`src/rtl/sram_fifo_if.sv`:
```
// sram_fifo_if: handshake and status bundle between a FIFO user and sram_fifo.
//   master  - user side: drives flush, enqueue_en/value, dequeue_en;
//             observes full, almost_full, empty, almost_empty, dequeue_value.
//   slave   - FIFO side: the mirror image of master.
interface sram_fifo_if #(
    parameter int WIDTH = 64
);
    logic             flush;
    logic             full;
    logic             almost_full;
    logic             enqueue_en;
    logic [WIDTH-1:0] enqueue_value;
    logic             empty;
    logic             almost_empty;
    logic             dequeue_en;
    logic [WIDTH-1:0] dequeue_value;

    modport master (
        output flush, enqueue_en, enqueue_value, dequeue_en,
        input  full, almost_full, empty, almost_empty, dequeue_value
    );

    modport slave (
        input  flush, enqueue_en, enqueue_value, dequeue_en,
        output full, almost_full, empty, almost_empty, dequeue_value
    );
endinterface

```
`src/rtl/sram_fifo.sv`:
```
// sram_1r1w: one write port, one registered read port (one-cycle read latency).
//   clk, write_en/write_addr/write_data, read_en/read_addr -> read_data.
//   read_data holds its value while read_en is low. With READ_DURING_WRITE
//   "DONT_CARE" a same-address read returns unspecified data; "NEW_DATA"
//   forwards the write data.
//
// sram_fifo: first-word-fall-through FIFO built on sram_1r1w.
//   clk, reset (sync, active-high), fifo (sram_fifo_if.slave): flush,
//   enqueue_en/value, dequeue_en in; full, almost_full, empty, almost_empty,
//   dequeue_value out. dequeue_value is valid whenever empty is low.
module sram_1r1w #(
    parameter int WIDTH             = 64,
    parameter int DEPTH             = 8,
    parameter     READ_DURING_WRITE = "DONT_CARE",
    localparam int AW               = $clog2(DEPTH)
) (
    input  logic             clk,
    input  logic             write_en,
    input  logic [AW-1:0]    write_addr,
    input  logic [WIDTH-1:0] write_data,
    input  logic             read_en,
    input  logic [AW-1:0]    read_addr,
    output logic [WIDTH-1:0] read_data
);
    localparam bit FWD_NEW = (READ_DURING_WRITE == "NEW_DATA");

    logic [WIDTH-1:0] mem [DEPTH];

    always_ff @(posedge clk) begin
        if (write_en)
            mem[write_addr] <= write_data;
    end

    always_ff @(posedge clk) begin
        if (read_en) begin
            if (FWD_NEW && write_en && (write_addr == read_addr))
                read_data <= write_data;
            else
                read_data <= mem[read_addr];
        end
    end
endmodule

module sram_fifo #(
    parameter int WIDTH                  = 64,
    parameter int SIZE                   = 8,
    parameter int ALMOST_FULL_THRESHOLD  = SIZE,
    parameter int ALMOST_EMPTY_THRESHOLD = 1
) (
    input  logic        clk,
    input  logic        reset,
    sram_fifo_if.slave  fifo
);
    localparam int AW = $clog2(SIZE);
    localparam int CW = AW + 1;
    localparam logic [CW-1:0] SIZE_C = CW'(SIZE);
    localparam logic [CW-1:0] AF_TH  = CW'(ALMOST_FULL_THRESHOLD);
    localparam logic [CW-1:0] AE_TH  = CW'(ALMOST_EMPTY_THRESHOLD);

    logic [AW-1:0]    wr_ptr, rd_ptr, wr_ptr_next, rd_ptr_next;
    logic [CW-1:0]    count, count_next;
    logic             clear, do_enq, do_deq;
    logic             head_valid;
    logic             write_en, read_en, bypass_hit;
    logic [AW-1:0]    read_addr;
    logic [WIDTH-1:0] read_data;
    logic             bypass_sel;
    logic [WIDTH-1:0] bypass_data;
    logic             empty_q, full_q, almost_empty_q, almost_full_q;

    // reset outranks flush, and both outrank enqueue/dequeue
    assign clear  = reset | fifo.flush;
    assign do_enq = fifo.enqueue_en & ~clear;
    assign do_deq = fifo.dequeue_en & ~clear;

    always_comb begin
        wr_ptr_next = wr_ptr;
        rd_ptr_next = rd_ptr;
        count_next  = count;
        if (clear) begin
            wr_ptr_next = '0;
            rd_ptr_next = '0;
            count_next  = '0;
        end else begin
            if (do_enq) wr_ptr_next = wr_ptr + AW'(1);
            if (do_deq) rd_ptr_next = rd_ptr + AW'(1);
            case ({do_enq, do_deq})
                2'b10:   count_next = count + CW'(1);
                2'b01:   count_next = count - CW'(1);
                default: count_next = count;
            endcase
        end
    end

    // Prefetch the entry that will be the head after this edge. A read is
    // only needed when the head moves or when it has not been loaded yet.
    assign write_en   = do_enq;
    assign read_addr  = rd_ptr + AW'(fifo.dequeue_en);
    assign read_en    = ~clear & (do_deq | (~head_valid & ((count != '0) | do_enq)));
    // The SRAM gives no guarantee on a same-address read during write, so
    // capture the incoming word locally and present it instead.
    assign bypass_hit = read_en & write_en & (read_addr == wr_ptr);

    sram_1r1w #(
        .WIDTH             (WIDTH),
        .DEPTH             (SIZE),
        .READ_DURING_WRITE ("DONT_CARE")
    ) u_sram (
        .clk        (clk),
        .write_en   (write_en),
        .write_addr (wr_ptr),
        .write_data (fifo.enqueue_value),
        .read_en    (read_en),
        .read_addr  (read_addr),
        .read_data  (read_data)
    );

    always_ff @(posedge clk) begin
        if (reset) begin
            wr_ptr         <= '0;
            rd_ptr         <= '0;
            count          <= '0;
            head_valid     <= 1'b0;
            bypass_sel     <= 1'b0;
        end else begin
            wr_ptr     <= wr_ptr_next;
            rd_ptr     <= rd_ptr_next;
            count      <= count_next;
            head_valid <= (count_next != '0);
            if (clear)
                bypass_sel <= 1'b0;
            else if (read_en)
                bypass_sel <= bypass_hit;
        end
    end

    always_ff @(posedge clk) begin
        if (bypass_hit)
            bypass_data <= fifo.enqueue_value;
    end

    // Flags come from the next-state count so they move on the accepting edge.
    // count_next is already zero under reset, giving the reset flag values.
    always_ff @(posedge clk) begin
        empty_q        <= (count_next == '0);
        full_q         <= (count_next == SIZE_C);
        almost_empty_q <= (count_next <= AE_TH);
        almost_full_q  <= (count_next >= AF_TH);
    end

    assign fifo.empty         = empty_q;
    assign fifo.full          = full_q;
    assign fifo.almost_empty  = almost_empty_q;
    assign fifo.almost_full   = almost_full_q;
    assign fifo.dequeue_value = bypass_sel ? bypass_data : read_data;

`ifndef SYNTHESIS
    always @(posedge clk) begin
        if (!reset && !fifo.flush) begin
            assert (!(fifo.enqueue_en && full_q && !fifo.dequeue_en))
                else $error("sram_fifo: enqueue while full");
            assert (!(fifo.dequeue_en && empty_q))
                else $error("sram_fifo: dequeue while empty");
        end
    end
`endif
endmodule

```
`src/flat_wrapper.sv`:
```
// flat-port wrapper written by rule: the top's interface ports become plain ports
module sram_fifo_flat 
#(
    parameter int WIDTH                  = 64,
    parameter int SIZE                   = 8,
    parameter int ALMOST_FULL_THRESHOLD  = SIZE,
    parameter int ALMOST_EMPTY_THRESHOLD = 1
)
  (clk, reset, fifo_flush, fifo_enqueue_en, fifo_enqueue_value, fifo_dequeue_en, fifo_full, fifo_almost_full, fifo_empty, fifo_almost_empty, fifo_dequeue_value);
  sram_fifo_if #(.WIDTH(WIDTH)) fifo_i ();
  input  logic clk;
  input  logic reset;
  input wire logic [$bits(fifo_i.flush)-1:0] fifo_flush;
  input wire logic [$bits(fifo_i.enqueue_en)-1:0] fifo_enqueue_en;
  input wire logic [$bits(fifo_i.enqueue_value)-1:0] fifo_enqueue_value;
  input wire logic [$bits(fifo_i.dequeue_en)-1:0] fifo_dequeue_en;
  output wire logic [$bits(fifo_i.full)-1:0] fifo_full;
  output wire logic [$bits(fifo_i.almost_full)-1:0] fifo_almost_full;
  output wire logic [$bits(fifo_i.empty)-1:0] fifo_empty;
  output wire logic [$bits(fifo_i.almost_empty)-1:0] fifo_almost_empty;
  output wire logic [$bits(fifo_i.dequeue_value)-1:0] fifo_dequeue_value;
  assign fifo_i.flush = fifo_flush;
  assign fifo_i.enqueue_en = fifo_enqueue_en;
  assign fifo_i.enqueue_value = fifo_enqueue_value;
  assign fifo_i.dequeue_en = fifo_dequeue_en;
  assign fifo_full = fifo_i.full;
  assign fifo_almost_full = fifo_i.almost_full;
  assign fifo_empty = fifo_i.empty;
  assign fifo_almost_empty = fifo_i.almost_empty;
  assign fifo_dequeue_value = fifo_i.dequeue_value;
  sram_fifo #(.WIDTH(WIDTH), .SIZE(SIZE), .ALMOST_FULL_THRESHOLD(ALMOST_FULL_THRESHOLD), .ALMOST_EMPTY_THRESHOLD(ALMOST_EMPTY_THRESHOLD)) u_core (.clk(clk), .reset(reset), .fifo(fifo_i));
endmodule
```
`config.mk`:
```
export PLATFORM = sky130hd
export DESIGN_NAME = sram_fifo_flat
export DESIGN_NICKNAME = d
export VERILOG_FILES = /design/src/rtl/sram_fifo_if.sv /design/src/rtl/sram_fifo.sv /design/src/flat_wrapper.sv
export SDC_FILE = /design/constraint.sdc
export NUM_CORES = 1
export LEC_CHECK = 0
export ABC_AREA = 1
export CAP_MARGIN = 20
export CORE_AREA = 5 5 218 220
export CTS_CLUSTER_SIZE = 8
export DETAILED_ROUTE_END_ITERATION = 10
export DIE_AREA = 0 0 223 225
export PLACE_DENSITY = 0.75
export SLEW_MARGIN = 20
export SYNTH_ARGS = -nofsm -noshare
export SYNTH_HDL_FRONTEND = slang
export SYNTH_SLANG_ARGS = --single-unit
```
`constraint.sdc`:
```
create_clock -name clk -period 10.2 [get_ports clk]
set_clock_uncertainty 0.1 [all_clocks]
set_input_delay 1.02 -clock clk [delete_from_list [all_inputs] [get_ports clk]]
set_output_delay 1.02 -clock clk [all_outputs]
set_load 0.03 [all_outputs]
```
==> run summary <==
The clock transition at the registers of the reported paths came out at 50 ps. The fraction of final layout cells with drive strength greater than 1 came out at 0.1095. The signal on the critical path passes through clkdlybuf4s50_1 > ha_4 > buf_4 > inv_6 > buf_4 > o21ai_0 > o22ai_1 > nor2_1 > a31oi_1. The tightest min-delay check is of the flip-flop to flip-flop type. The kind of cell with the highest combined delay along the critical path is buffers and inverters. The largest individual stage delay along the critical path comes from the cell buf_4. The count of instances resized after the clock tree is built came out at 0. The remaining number of nets flagged by the antenna check after routing is 0. The clock latency at the later pin of the worst-skew pair came out at 610 ps. For the worst setup path, the data required time is 10540 ps. The sequential share of the synthesized area came out at 0.7769. The worst register-to-register path ends at u_core.u_sram.read_data[56]$_DFFE_PP_. The layout filler cell count came out at 3113. The cell that appears most often on the critical path is buf_4. The number of detailed-routing iterations run before antenna repair is 5. From left edge to right edge, the die measures 223 um. The first-pass GRT wire length is 83570 um. The total core area came out at 45090 sq um. The slew at the pin closest to its max-slew limit is 1152 ps. In this run the critical register-to-register path is launched from u_core.rd_ptr[0]$_SDFFE_PP0N_. The worst hold path depth came out at 2.

The global-route usage over all layers came out at 0.2127. The post-CTS setup-driven buffer insertion count is 0. The path depth of the worst reg2reg path came out at 8. The total negative setup slack came out at 0 ps. The number of core rows is 78.

The critical path contains buffers and inverters numbering 4 combined. A synthesized cell averages 14.18 sq um. The number of distinct library cells after synthesis came out at 33. The clock passes through at most 3 buffers. Timing would allow up to 219.8 MHz.

The initial antenna violation count is 3. The worst slew margin relative to its limit came out at 0.2320. The number of synthesized register bits is 656. Entering global routing, the biggest net connects 156 pins. The number of cells produced by synthesis is 1774. The number of nets produced by synthesis came out at 1849.

Buffers inserted to repair hold after CTS numbered 0. The number of global-route vias before repair is 14980. Summed over all layers, the routed wires come to 54230 um. The detailed-route vias per instance came out at 5.880. TritonCTS built the clock tree. The final-report max-slew violation count is 0. The total clock sinks came out at 656.

For the worst setup path, the data arrival time is 4890 ps. The standby leakage power is 9.611 nW. The CTS root buffer is clkbuf_16.

The initial utilization of the core area, before any placement, comes to 0.5578. The power density over the cells came out at 204.7 nW/um^2. The leading cell type in the layout, fill and taps excluded is edfxtp_1.

Leaving out fill and tap cells, the most frequent cells in the layout are 640 x edfxtp_1, 452 x nor2_1, 258 x o21ai_0. The vias after detailed routing came out at 14920. The kind of capture point of the worst setup path is a flip-flop. Total power for the finished layout comes to 0.006031 W. The count of final hold-check violations came to 0. During placement, the flow inserted port buffers numbering 136.

The maximum cell stage delay along the critical path came out at 920 ps. STA classifies the critical path startpoint as a primary input. For this run, the post-layout net count is 1993. The yosys synthesis warning count came out at 0.

The CTS buffer count came out at 91. The end point of the worst hold path is u_core.wr_ptr[0]$_SDFFE_PP0P_. The die footprint came out at 50180 sq um. The wire length per cell is 21.37 um.

The number of endpoints failing setup at the final stage is 0. The total half-perimeter wirelength after legalization and detailed placement is 26990 um. The fraction of the cycle the final worst path needs is 0.4461. The maximum ir drop on the vdd rail came out at 0.1194 mV.

The predominant post-synthesis flop cell is edfxtp_1. The number of DRC markers in iteration 0 came out at 1886. For the finished layout, the period the worst path requires is 4550 ps. For this run, design rule violations remaining after detail routing come to 0.

The run finished with clean final reports. Setup repair after global routing left no endpoint under its margin. The number of maximum-capacitance constraint violations is 0. The area growth from synthesis to layout is 17.15%.

Of all flip-flops after synthesis, the portion carrying an async set or reset was 0. CTS built an H-tree with a depth of 3. The routability congestion estimate from global placement came out at 0.7626. In this run the cell area of the synthesized design comes to 25150 sq um.

The largest driver fanout on the critical path is 155. The number of top-level design ports is 137. The startpoint identified for the worst hold timing path is u_core.wr_ptr[0]$_SDFFE_PP0P_. The critical path is of the primary input to flip-flop type. The number of synthesized flops with an enable pin came out at 640.

The die is 225 um tall. The total overflow left after global routing is 0. The slack of the worst reg-to-reg path came out at 6420 ps.
-- final cells by class --
class	count	area, sq um	share of cell area
well taps	600	750.7	0.02548
repair buffers	157	1531	0.05198
flip-flops and latches	656	19540	0.6633
clock buffers	104	2326	0.07895
clock inverters	7	115.1	0.003907
diodes	2	5.005	0.0001699
inverters	27	112.6	0.003822
multi-input cells	985	5079	0.1724
-- tightest hold or removal path, cell delays in order (launching register included) --
cell and delay, ps:
dfxtp_1 340, nand2_1 80, a21oi_1 60
-- worst max path at each step --
stage	startpoint	to	slack, ps	depth (start not counted)
CTS	fifo_dequeue_en	u_core.u_sram.read_data[56]$_DFFE_PP_	5710	9
finish	fifo_dequeue_en	u_core.u_sram.read_data[56]$_DFFE_PP_	5650	9
floorplan	fifo_flush	u_core.bypass_data[0]$_DFFE_PP_	3230	5
global placement	fifo_dequeue_en	u_core.u_sram.read_data[46]$_DFFE_PP_	5290	9
global route	fifo_dequeue_en	u_core.u_sram.read_data[51]$_DFFE_PP_	5380	9
detailed placement	fifo_dequeue_en	u_core.u_sram.read_data[37]$_DFFE_PP_	5080	9
-- synthesized netlist by cell type, types with 2 or more instances --
master | number | share of area
nand3_1 | 9 | 0.0018
nand4_1 | 3 | 0.00075
o22ai_1 | 64 | 0.016
inv_1 | 25 | 0.0037
a31oi_1 | 64 | 0.016
mux2_2 | 64 | 0.029
ha_1 | 6 | 0.0030
dfxtp_1 | 16 | 0.013
xor2_1 | 3 | 0.0010
clkbuf_1 | 48 | 0.0072
edfxtp_1 | 640 | 0.76
buf_2 | 37 | 0.0074
buf_1 | 8 | 0.0012
clkbuf_2 | 2 | 0.00040
buf_6 | 5 | 0.0022
nor2_1 | 460 | 0.069
nor2_2 | 10 | 0.0025
xnor2_1 | 2 | 0.00070
nor3_1 | 2 | 0.00040
buf_4 | 4 | 0.0012
nand2_1 | 23 | 0.0034
o21ai_0 | 258 | 0.051
a21oi_1 | 10 | 0.0020
o21ai_1 | 2 | 0.00040
-- layer usage --
layer,part of all wire,GRT usage,wire (um)
met1,0.41,0.2844,22080
met3,0.074,0.03791,4008
met4,0.025,0.07787,1362
met2,0.49,0.3554,26760
met5,0.00033,0,18
-- power breakdown --
| group | switching (W) | internal [W] | total (W) |
|---|---|---|---|
| clock network | 0.00103 | 0.00159 | 0.00262 |
| logic | 0.000263 | 0.000134 | 0.000397 |
| registers | 0.0000109 | 0.00300 | 0.00301 |
-- registers in the layout (all words and copies together) (netlist names) --
signal,count
u_core.wr_ptr,3
u_core.bypass_sel,1
u_core.fifo.full,1
u_core.fifo.empty,1
u_core.fifo.almost_empty,1
u_core.fifo.almost_full,1
u_core.rd_ptr,3
u_core.bypass_data,64
u_core.u_sram.mem,512
u_core.head_valid,1
u_core.u_sram.read_data,64
u_core.count,4
-- stage by stage --
step | utilization | hold slack [ps] | worst slack, ps | instance area [sq um] | std cells
finish | 0.6534 | 426.8 | 5650 | 29460 | 2538
global route | 0.6534 | 448.4 | 5383 | 29460 | 2538
CTS | 0.6533 | 421.8 | 5708 | 29460 | 2536
detailed placement | 0.5992 | 414.5 | 5079 | 27020 | 2425
global placement | 0.5987 | 401.1 | 5291 | 27000 | 2424
floorplan | - | 384.2 | 3226 | 25150 | 1774
-- kinds of logic after synthesis --
kind of cell / share of synthesized area
AOI/OAI and AO/OA: 0.08587
and+or+nand+nor: 0.07886
adders and majority gates: 0.002985
DFF: 0.7769
xor gates and xnor gates: 0.001742
buffers and inverters: 0.02497
muxes: 0.02866
(Power assumes the default switching activity.)
==> patch (same flow settings) <==
`WIDTH` is set to 64 in 4 places; all go to 32.
--- a/src/rtl/sram_fifo_if.sv
+++ b/src/rtl/sram_fifo_if.sv
@@ -4,5 +4,5 @@
 //   slave   - FIFO side: the mirror image of master.
 interface sram_fifo_if #(
-    parameter int WIDTH = 64
+    parameter int WIDTH = 32
 );
     logic             flush;
--- a/src/rtl/sram_fifo.sv
+++ b/src/rtl/sram_fifo.sv
@@ -10,5 +10,5 @@
 //   dequeue_value out. dequeue_value is valid whenever empty is low.
 module sram_1r1w #(
-    parameter int WIDTH             = 64,
+    parameter int WIDTH             = 32,
     parameter int DEPTH             = 8,
     parameter     READ_DURING_WRITE = "DONT_CARE",
@@ -43,5 +43,5 @@
 
 module sram_fifo #(
-    parameter int WIDTH                  = 64,
+    parameter int WIDTH                  = 32,
     parameter int SIZE                   = 8,
     parameter int ALMOST_FULL_THRESHOLD  = SIZE,
--- a/src/flat_wrapper.sv
+++ b/src/flat_wrapper.sv
@@ -2,5 +2,5 @@
 module sram_fifo_flat 
 #(
-    parameter int WIDTH                  = 64,
+    parameter int WIDTH                  = 32,
     parameter int SIZE                   = 8,
     parameter int ALMOST_FULL_THRESHOLD  = SIZE,
Ports: changed (resized fifo_dequeue_value and fifo_enqueue_value); port bits go from 137 to 73. The function was not compared with the original's and may differ.
==> patch against the unedited design <==
  * Clock power is 49% lower
  * Synthesized cell count decreased by 46%
  * Wire length shrank 47%
  * Critical path depth increased by 1
  * Sequential cell count is 320 lower
  * Worst setup slack improved by 0.050 ns
  * Non-clock buffer count decreased by 71
  * Core utilization down 30 points
  * Total power fell by 49%
  * Synthesized area shrank 48%
  * Register-to-register slack better by 0.16 ns
  * Design area shrank 47%
  * Die area stayed put
  * Critical path type unchanged
  * Highest routed layer unchanged
==> patch: results (changes against the unedited design) <==
Cell variety after synth 32 (-3.0%); first-pass GRT wire length 43,880 µm (-47%); CP max stage delay 0.75 ns (-0.17 ns); sequential area share after synthesis 0.7601 (-0.01683); EDFF count, synth 320 (-50%); hold slack 0.4352 ns (+0.008429 ns); reg2reg setup slack 6.58 ns (+0.16 ns); Via density 4.735 (-19%); Post-Syn Nets 996 (-46%); status finished, final reports clean; Post-Synth XOR/XNOR Area 0.003352 (+0.001611); nets@finish 1,078 (-46%); Crit-path slowest cell clkdlybuf4s50_1; Iteration-0 DRC Markers 718 (-62%); Max FO, Critical Path 66 (-57%); H-tree depth 2 (-1); Setup WS pre-CTS 5.157 ns (+0.07844 ns); Met1 Wirelength 12,040 µm (-45%); biggest regs u_core.u_sram.mem (256), u_core.bypass_data (32), u_core.u_sram.read_data (32); met3 global-route usage 0.02775 (-0.01016); CP Data Arrival Time 4.53 ns (-0.36 ns); actual slew at the worst max-slew pin 0.9619 ns (-0.1901 ns); top cells by area, synth edfxtp_1 (74%), nor2_1 (7.0%), o21ai_0 (5.0%), mux2_2 (2.8%), dfxtp_1 (2.5%); DR WL met2 14,270 µm (-47%); Worst R2R Path Depth 9 (+1)
-- patch: changes by cell type after synthesis, moves of 4 or more --
cell | before | now
a31oi_1 | 64 | 32
buf_1 | 8 | 0
buf_2 | 37 | 16
clkbuf_1 | 48 | 29
edfxtp_1 | 640 | 320
mux2_2 | 64 | 32
nand3_1 | 9 | 5
nor2_1 | 460 | 245
nor2_2 | 10 | 1
o21ai_0 | 258 | 130
o22ai_1 | 64 | 32
-- patch: report_power, final --
part	total [mW]	switching (mW)	leakage, nW	internal [mW]
clock network	1.34	0.509	0.612	0.832
registers	1.54	0.00554	3.02	1.53
logic	0.213	0.140	1.49	0.0730
total	3.09	0.655	5.12	2.44
-- patch: cell type report --
type / instances / area, µm²
Sequential cell: 336 / 9931
Clock inverter: 2 / 25.02
Clock buffer: 56 / 1231
Fill cell: 4224 / 29360
Timing Repair Buffer: 86 / 825.8
Inverter: 27 / 102.6
Multi-Input combinational cell: 537 / 2859
Antenna cell: 1 / 2.502
Tap cell: 600 / 750.7
